`config.mk`:
```
export PLATFORM = sky130hd
export DESIGN_NAME = plat_load_ctrl_flat
export DESIGN_NICKNAME = d
export VERILOG_FILES = /design/src/rtl/plat_load_ctrl_if.sv /design/src/rtl/plat_load_ctrl.sv /design/src/flat_wrapper.sv
export SDC_FILE = /design/constraint.sdc
export NUM_CORES = 1
export LEC_CHECK = 0
export CORE_MARGIN = 8
export CORE_UTILIZATION = 50
export CTS_CLUSTER_DIAMETER = 80
export DETAILED_ROUTE_END_ITERATION = 8
export GPL_ROUTABILITY_DRIVEN = 0
export GPL_TIMING_DRIVEN = 0
export PLACE_DENSITY = 0.85
export SYNTH_ARGS = -nofsm -noshare
export SYNTH_HDL_FRONTEND = slang
export SYNTH_SLANG_ARGS = --single-unit
```
`constraint.sdc`:
```
create_clock -name sys_clk -period 1.9 [get_ports sys_clk]
set_clock_uncertainty 0.1 [all_clocks]
set_input_delay 0.19 -clock sys_clk [delete_from_list [all_inputs] [get_ports sys_clk]]
set_output_delay 0.19 -clock sys_clk [all_outputs]
set_load 0.02 [all_outputs]
```
`src/rtl/plat_load_ctrl_if.sv`:
```
// Platform ROM read bus.
//   master (controller): drives rom_rd/rom_type/rom_idx and receives rom_x/rom_y/rom_len.
//   slave  (ROM):        returns data one cycle after rom_rd.
interface plat_load_ctrl_if #(
  parameter int PHY_WIDTH       = 16,
  parameter int BLOCK_LEN_WIDTH = 4,
  parameter int TYPE_WIDTH      = 4,
  parameter int IDX_WIDTH       = 3
);
  logic                       rom_rd;
  logic [TYPE_WIDTH-1:0]      rom_type;
  logic [IDX_WIDTH-1:0]       rom_idx;
  logic [PHY_WIDTH-1:0]       rom_x;
  logic [PHY_WIDTH-1:0]       rom_y;
  logic [BLOCK_LEN_WIDTH-1:0] rom_len;

  modport master (output rom_rd, rom_type, rom_idx, input rom_x, rom_y, rom_len);
  modport slave  (input rom_rd, rom_type, rom_idx, output rom_x, rom_y, rom_len);
endinterface

```
`src/rtl/plat_load_ctrl.sv`:
```
// plat_load_ctrl: per-block platform table loader.
//   On block_switch, walks ROM indices 0..N-1 into a shadow bank, then copies the
//   shadow into the active bank on the next frame_sync so consumers never see a
//   partially loaded table.
// Ports:
//   sys_clk, sys_rst          clock, synchronous active-high reset
//   block_switch/block_type_in new block request (type sampled with the pulse)
//   frame_sync                vertical-blank pulse, swap point
//   rom                       ROM read bus (plat_load_ctrl_if.master)
//   busy                      loading or waiting to swap
//   table_valid               active bank holds a complete table (sticky)
//   swap_pulse                high for the first cycle the new active bank is visible
//   active_x/active_y/active_len packed tables, platform i at [i*W +: W]
// Optional: define PLAT_LOAD_ABORT_CNT_EN to add abort_cnt[7:0], a saturating
//   count of block_switch pulses that interrupt a load (FETCH or ARMED).
module plat_load_ctrl #(
  parameter int PLATFORM_NUM_PER_BLOCK = 7,
  parameter int PHY_WIDTH              = 16,
  parameter int BLOCK_LEN_WIDTH        = 4,
  parameter int TYPE_WIDTH             = 4,
  parameter int IDX_WIDTH              = 3
) (
  input  logic                                        sys_clk,
  input  logic                                        sys_rst,
  input  logic                                        block_switch,
  input  logic [TYPE_WIDTH-1:0]                       block_type_in,
  input  logic                                        frame_sync,
  plat_load_ctrl_if.master                            rom,
  output logic                                        busy,
  output logic                                        table_valid,
  output logic                                        swap_pulse,
  output logic [PLATFORM_NUM_PER_BLOCK*PHY_WIDTH-1:0] active_x,
  output logic [PLATFORM_NUM_PER_BLOCK*PHY_WIDTH-1:0] active_y,
  output logic [PLATFORM_NUM_PER_BLOCK*BLOCK_LEN_WIDTH-1:0] active_len
`ifdef PLAT_LOAD_ABORT_CNT_EN
  ,
  output logic [7:0]                                  abort_cnt
`endif
);
  localparam int N = PLATFORM_NUM_PER_BLOCK;
  localparam logic [IDX_WIDTH-1:0] LAST = IDX_WIDTH'(N - 1);

  typedef enum logic [1:0] {S_IDLE, S_FETCH, S_ARMED} state_t;
  state_t r_state, w_state_nxt;

  logic [TYPE_WIDTH-1:0] r_type;
  logic [IDX_WIDTH-1:0]  r_idx;
  logic                  r_issue;     // still issuing reads in this load
  logic                  r_cap_vld;   // ROM data on the bus this cycle belongs to r_cap_idx
  logic [IDX_WIDTH-1:0]  r_cap_idx;
  logic                  r_table_valid;
  logic                  r_swap_pulse;

  logic [N-1:0][PHY_WIDTH-1:0]       r_shd_x, r_shd_y, r_act_x, r_act_y;
  logic [N-1:0][BLOCK_LEN_WIDTH-1:0] r_shd_len, r_act_len;

  logic w_rd, w_swap, w_cap_last;

  assign w_rd       = (r_state == S_FETCH) && r_issue;
  // Restart has priority over swap when both pulses coincide.
  assign w_swap     = (r_state == S_ARMED) && frame_sync && !block_switch;
  assign w_cap_last = r_cap_vld && (r_cap_idx == LAST);

  always_ff @(posedge sys_clk) begin
    if (sys_rst) r_state <= S_IDLE;
    else         r_state <= w_state_nxt;
  end

  always_comb begin
    w_state_nxt = r_state;
    case (r_state)
      S_IDLE:  if (block_switch) w_state_nxt = S_FETCH;
      S_FETCH: if (block_switch)    w_state_nxt = S_FETCH;
               else if (w_cap_last) w_state_nxt = S_ARMED;
      S_ARMED: if (block_switch)    w_state_nxt = S_FETCH;
               else if (frame_sync) w_state_nxt = S_IDLE;
      default: w_state_nxt = S_IDLE;
    endcase
  end

  always_ff @(posedge sys_clk) begin
    if (sys_rst) begin
      r_type        <= '0;
      r_idx         <= '0;
      r_issue       <= 1'b0;
      r_cap_vld     <= 1'b0;
      r_cap_idx     <= '0;
      r_table_valid <= 1'b0;
      r_swap_pulse  <= 1'b0;
      r_shd_x       <= '0;
      r_shd_y       <= '0;
      r_shd_len     <= '0;
      r_act_x       <= '0;
      r_act_y       <= '0;
      r_act_len     <= '0;
    end else begin
      r_swap_pulse <= w_swap;
      if (block_switch) begin
        // Restart: in-flight capture is dropped so stale data never lands.
        r_type    <= block_type_in;
        r_idx     <= '0;
        r_issue   <= 1'b1;
        r_cap_vld <= 1'b0;
      end else begin
        r_cap_vld <= w_rd;
        r_cap_idx <= r_idx;
        if (w_rd) begin
          if (r_idx == LAST) r_issue <= 1'b0;   // hold at N-1, no wrap
          else               r_idx   <= r_idx + 1'b1;
        end
        if (r_cap_vld) begin
          r_shd_x[r_cap_idx]   <= rom.rom_x;
          r_shd_y[r_cap_idx]   <= rom.rom_y;
          r_shd_len[r_cap_idx] <= rom.rom_len;
        end
      end
      if (w_swap) begin
        r_act_x       <= r_shd_x;
        r_act_y       <= r_shd_y;
        r_act_len     <= r_shd_len;
        r_table_valid <= 1'b1;
      end
    end
  end

`ifdef PLAT_LOAD_ABORT_CNT_EN
  logic [7:0] r_abort_cnt;
  always_ff @(posedge sys_clk) begin
    if (sys_rst)
      r_abort_cnt <= '0;
    else if (block_switch && (r_state != S_IDLE) && (r_abort_cnt != 8'hFF))
      r_abort_cnt <= r_abort_cnt + 8'd1;
  end
  assign abort_cnt = r_abort_cnt;
`endif

  assign rom.rom_rd   = w_rd;
  assign rom.rom_type = r_type;
  assign rom.rom_idx  = r_idx;
  assign busy         = (r_state != S_IDLE);
  assign table_valid  = r_table_valid;
  assign swap_pulse   = r_swap_pulse;
  assign active_x     = r_act_x;
  assign active_y     = r_act_y;
  assign active_len   = r_act_len;
endmodule

```
`src/flat_wrapper.sv`:
```
// flat-port wrapper written by rule: the top's interface ports become plain ports
module plat_load_ctrl_flat 
#(
  parameter int PLATFORM_NUM_PER_BLOCK = 7,
  parameter int PHY_WIDTH              = 16,
  parameter int BLOCK_LEN_WIDTH        = 4,
  parameter int TYPE_WIDTH             = 4,
  parameter int IDX_WIDTH              = 3
)
  (sys_clk, sys_rst, block_switch, block_type_in, frame_sync, busy, table_valid, swap_pulse, active_x, active_y, active_len, rom_rom_rd, rom_rom_type, rom_rom_idx, rom_rom_x, rom_rom_y, rom_rom_len);
  plat_load_ctrl_if #(.PHY_WIDTH(PHY_WIDTH), .BLOCK_LEN_WIDTH(BLOCK_LEN_WIDTH), .TYPE_WIDTH(TYPE_WIDTH), .IDX_WIDTH(IDX_WIDTH)) rom_i ();
  input  logic sys_clk;
  input  logic sys_rst;
  input  logic block_switch;
  input  logic [TYPE_WIDTH-1:0] block_type_in;
  input  logic frame_sync;
  output logic busy;
  output logic table_valid;
  output logic swap_pulse;
  output logic [PLATFORM_NUM_PER_BLOCK*PHY_WIDTH-1:0] active_x;
  output logic [PLATFORM_NUM_PER_BLOCK*PHY_WIDTH-1:0] active_y;
  output logic [PLATFORM_NUM_PER_BLOCK*BLOCK_LEN_WIDTH-1:0] active_len;
  output wire logic [$bits(rom_i.rom_rd)-1:0] rom_rom_rd;
  output wire logic [$bits(rom_i.rom_type)-1:0] rom_rom_type;
  output wire logic [$bits(rom_i.rom_idx)-1:0] rom_rom_idx;
  input wire logic [$bits(rom_i.rom_x)-1:0] rom_rom_x;
  input wire logic [$bits(rom_i.rom_y)-1:0] rom_rom_y;
  input wire logic [$bits(rom_i.rom_len)-1:0] rom_rom_len;
  assign rom_rom_rd = rom_i.rom_rd;
  assign rom_rom_type = rom_i.rom_type;
  assign rom_rom_idx = rom_i.rom_idx;
  assign rom_i.rom_x = rom_rom_x;
  assign rom_i.rom_y = rom_rom_y;
  assign rom_i.rom_len = rom_rom_len;
  plat_load_ctrl #(.PLATFORM_NUM_PER_BLOCK(PLATFORM_NUM_PER_BLOCK), .PHY_WIDTH(PHY_WIDTH), .BLOCK_LEN_WIDTH(BLOCK_LEN_WIDTH), .TYPE_WIDTH(TYPE_WIDTH), .IDX_WIDTH(IDX_WIDTH)) u_core (.sys_clk(sys_clk), .sys_rst(sys_rst), .block_switch(block_switch), .block_type_in(block_type_in), .frame_sync(frame_sync), .rom(rom_i), .busy(busy), .table_valid(table_valid), .swap_pulse(swap_pulse), .active_x(active_x), .active_y(active_y), .active_len(active_len));
endmodule
```
==> flow_summary.json <==
{
  "tns_ns": 0,
  "slowest_stage": "clkdlybuf4s50_1",
  "clock_path_buffers": 3,
  "gr-usage-all-layers": 0.252,
  "synthTopCellsByCount": "520 x dfxtp_1, 509 x nand2_1, 292 x a21oi_1, 253 x nand2b_1, 223 x mux2i_1",
  "cp_data_required_time_ns": 1.61,
  "hpwl_um": 43200,
  "clkSlewWorstSetupHoldPaths_ns": 0.06,
  "rsz0062_at_grt": "yes",
  "ys_top_cells_by_area": "dfxtp_1 55%, mux2i_1 12%, nand2_1 10%, nand2b_1 8.3%, a21oi_1 7.7%",
  "status": "finished, final reports clean",
  "place_area_um2": 22700,
  "routed_via_density": 5.34,
  "final_util": 0.652,
  "crit_end": "active_len[27]",
  "port_buffers": 304,
  "clock_latency_ns": 0.57,
  "startpoint_type": "flip-flop",
  "wire_per_inst_um": 19.7,
  "critPathKind": "reg2out",
  "synth_seq_cells": 520,
  "synth_area_per_cell_um2": 9.17,
  "grt_pass1_vias": 16100,
  "fmax_mhz": 532,
  "max_slew_margin": 0.410,
  "cts_sinks": 520,
  "vias": 15900,
  "ys_seq_area_frac": 0.548,
  "hold_start": "sys_rst",
  "dr.pass1.iters": 5,
  "yosysTopAreaCellShare": 0.548,
  "synth_cells": 2072,
  "num_io_pins": 307,
  "drive_gt1_frac": 0.0713,
  "ys_types": 35,
  "fin_nets": 2478,
  "dr.first_iter.drc_count": 1012,
  "die_area_um2": 44500,
  "cp_top_family": "buffers and inverters",
  "reg2reg_depth": 5,
  "reg2reg_from": "u_core.r_cap_idx[2]",
  "r2r_setup_slack_ns": 0.03,
  "cts_buffers": 50,
  "htree_levels": 2,
  "synth_most_common_cell": "dfxtp_1",
  "end_kind": "output port",
  "power.density_nw_per_um2": 875,
  "period_minus_slack_ns": 1.88,
  "cp.depth": 1,
  "grt_pass1_wl_um": 88900,
  "yosysWarningCount": 0,
  "routed_wl_um": 58800,
  "antenna_left": 0,
  "drc": 0,
  "drv_cap": 0,
  "syn_area_um2": 19000,
  "clock-root-buffer": "clkbuf_16",
  "cp-startpoint": "u_core.active_len[27]",
  "power.leakage_nw": 9.93,
  "finalCritPeriodShare": 0.989,
  "hold_class": "in2reg",
  "tightest_slew_ns": 0.885,
  "finalMaxSlewViolations": 0,
  "die_h_um": 211,
  "cts_tree": "yes",
  "grt_max_degree": 15,
  "initial_utilization": 0.505,
  "vdd_ir_drop_max_mv": 0.670,
  "coreArea_um2": 37600,
  "die_w_um": 211,
  "ys.flop_type": "dfxtp_1",
  "syn_to_final_growth_pct": 29.0,
  "finalHoldViolCount": 0,
  "reg2reg_to": "u_core.r_shd_y[56]",
  "rows": 71,
  "finalInstanceArea_um2": 24500,
  "async_reset_ff_frac": 0,
  "synth_edf_count": 0,
  "arrival_ns": 1.59,
  "syn-num-nets": 2118,
  "critPathMaxFanout": 2,
  "path_cells": "clkdlybuf4s50_1",
  "antenna_found_initial": 3,
  "finalSetupViolCount": 0,
  "netlist.top_cell.by_area": "dfxtp_1",
  "crit_buf_inv": 1,
  "max_stage_delay_ns": 0.67,
  "grt_overflow": 0
}
==> cells by family (layout without fill, tap and decap cells) <==
kind of cell,count (synthesis),in the layout,synth area share
and+or+nand+nor,835,835,0.206
other,0,3,0
buffers and inverters,159,557,0.0389
adders and majority gates,2,2,0.00132
AOI/OAI and AO/OA,333,333,0.0883
muxes,223,223,0.118
DFF,520,520,0.548
==> where the power goes <==
part | switching [W] | internal [W] | leakage, nW | total, W
clock network | 0.00421 | 0.00565 | 0.812 | 0.00986
registers | 0.0000129 | 0.0109 | 4.19 | 0.0109
logic | 0.000408 | 0.000240 | 4.93 | 0.000648
==> worst min path at each step <==
stage | end | slack, ns | cells past startpoint
after global routing | u_core.r_shd_y[0] | 0.09 | 3
final | u_core.r_shd_y[7] | 0.08 | 3
after detailed placement | u_core.rom.rom_idx[1] | 0.33 | 2
after global placement | u_core.rom.rom_idx[1] | 0.32 | 2
after floorplan | u_core.rom.rom_type[3] | 0.24 | 2
after CTS | u_core.rom.rom_idx[1] | -0.27 | 2
==> worst register-to-register path, cell delays in order (launching register included) <==
cell     delay, ns
dfxtp_1       0.38
nor2_2        0.27
and4_1        0.23
buf_2         0.27
buf_4         0.28
mux2i_1       0.26
==> routing by layer <==
| layer | wire length, um | track usage | up-vias | part of all wire |
|---|---|---|---|---|
| li1 | - | - | 7531 | - |
| met1 | 24000 | 0.301 | 7691 | 0.41 |
| met2 | 28200 | 0.436 | 586 | 0.48 |
| met3 | 4440 | 0.0588 | 136 | 0.076 |
| met4 | 2150 | 0.0997 | 2 | 0.037 |
| met5 | 8 | 0 | - | 0.00014 |
==> state kept, by name, summed over array words and instances, names as in the netlist <==
signal	flops
u_core.swap_pulse	1
u_core.table_valid	1
u_core.r_cap_vld	1
u_core.active_x	112
u_core.active_y	112
u_core.r_shd_x	112
u_core.rom.rom_type	4
u_core.r_issue	1
u_core.active_len	28
u_core.r_cap_idx	3
u_core.rom.rom_idx	3
u_core.r_shd_len	28
u_core.r_shd_y	112
u_core.r_state	2
==> cells in the final DEF (no fill, tap or decap), drive strengths merged, types with 9 or more instances in the layout <==
cell type / n
clkbuf: 184
dlygate4sd2: 9
nand2b: 254
a21oi: 292
mux2i: 223
buf: 43
clkdlybuf4s50: 274
nand2: 511
clkinv: 15
nor2: 14
dlymetal6s2s: 19
o21ai: 38
dfxtp: 520
nand3: 36
==> layout make-up <==
type	instances	area [um2]
multi-input cells	1393	7870
flip-flops and latches	520	10400
repair buffers	311	3140
clock buffers	69	1420
clock inverters	21	201
inverters	2	7.51
fillers	2936	13100
diodes	3	7.51
plain buffers	154	800
well taps	511	639
==> metrics by stage <==
stage          instances  total power (W)  worst slack (ns)  hold slack (ns)
2_1_floorplan       2072           0.0115             0.332            0.237
3_3_place_gp        2887           0.0118            -0.442            0.325
3_5_place_dp        2887           0.0118            -0.539            0.328
4_1_cts             2981           0.0215          -0.00101           -0.267
5_1_grt             2983           0.0220           -0.0505           0.0915
6_report            2984           0.0214            0.0216           0.0848
==> what timing repair did <==
item / in CTS / in global routing
endpoints found under the setup margin: 312 / 244
buffers inserted: 3 / 1
hold buffers: 2 / 1
resized for setup: 24 / 87
endpoints found under the hold margin: 4 / 1
Power figures use the tool's default switching activity.
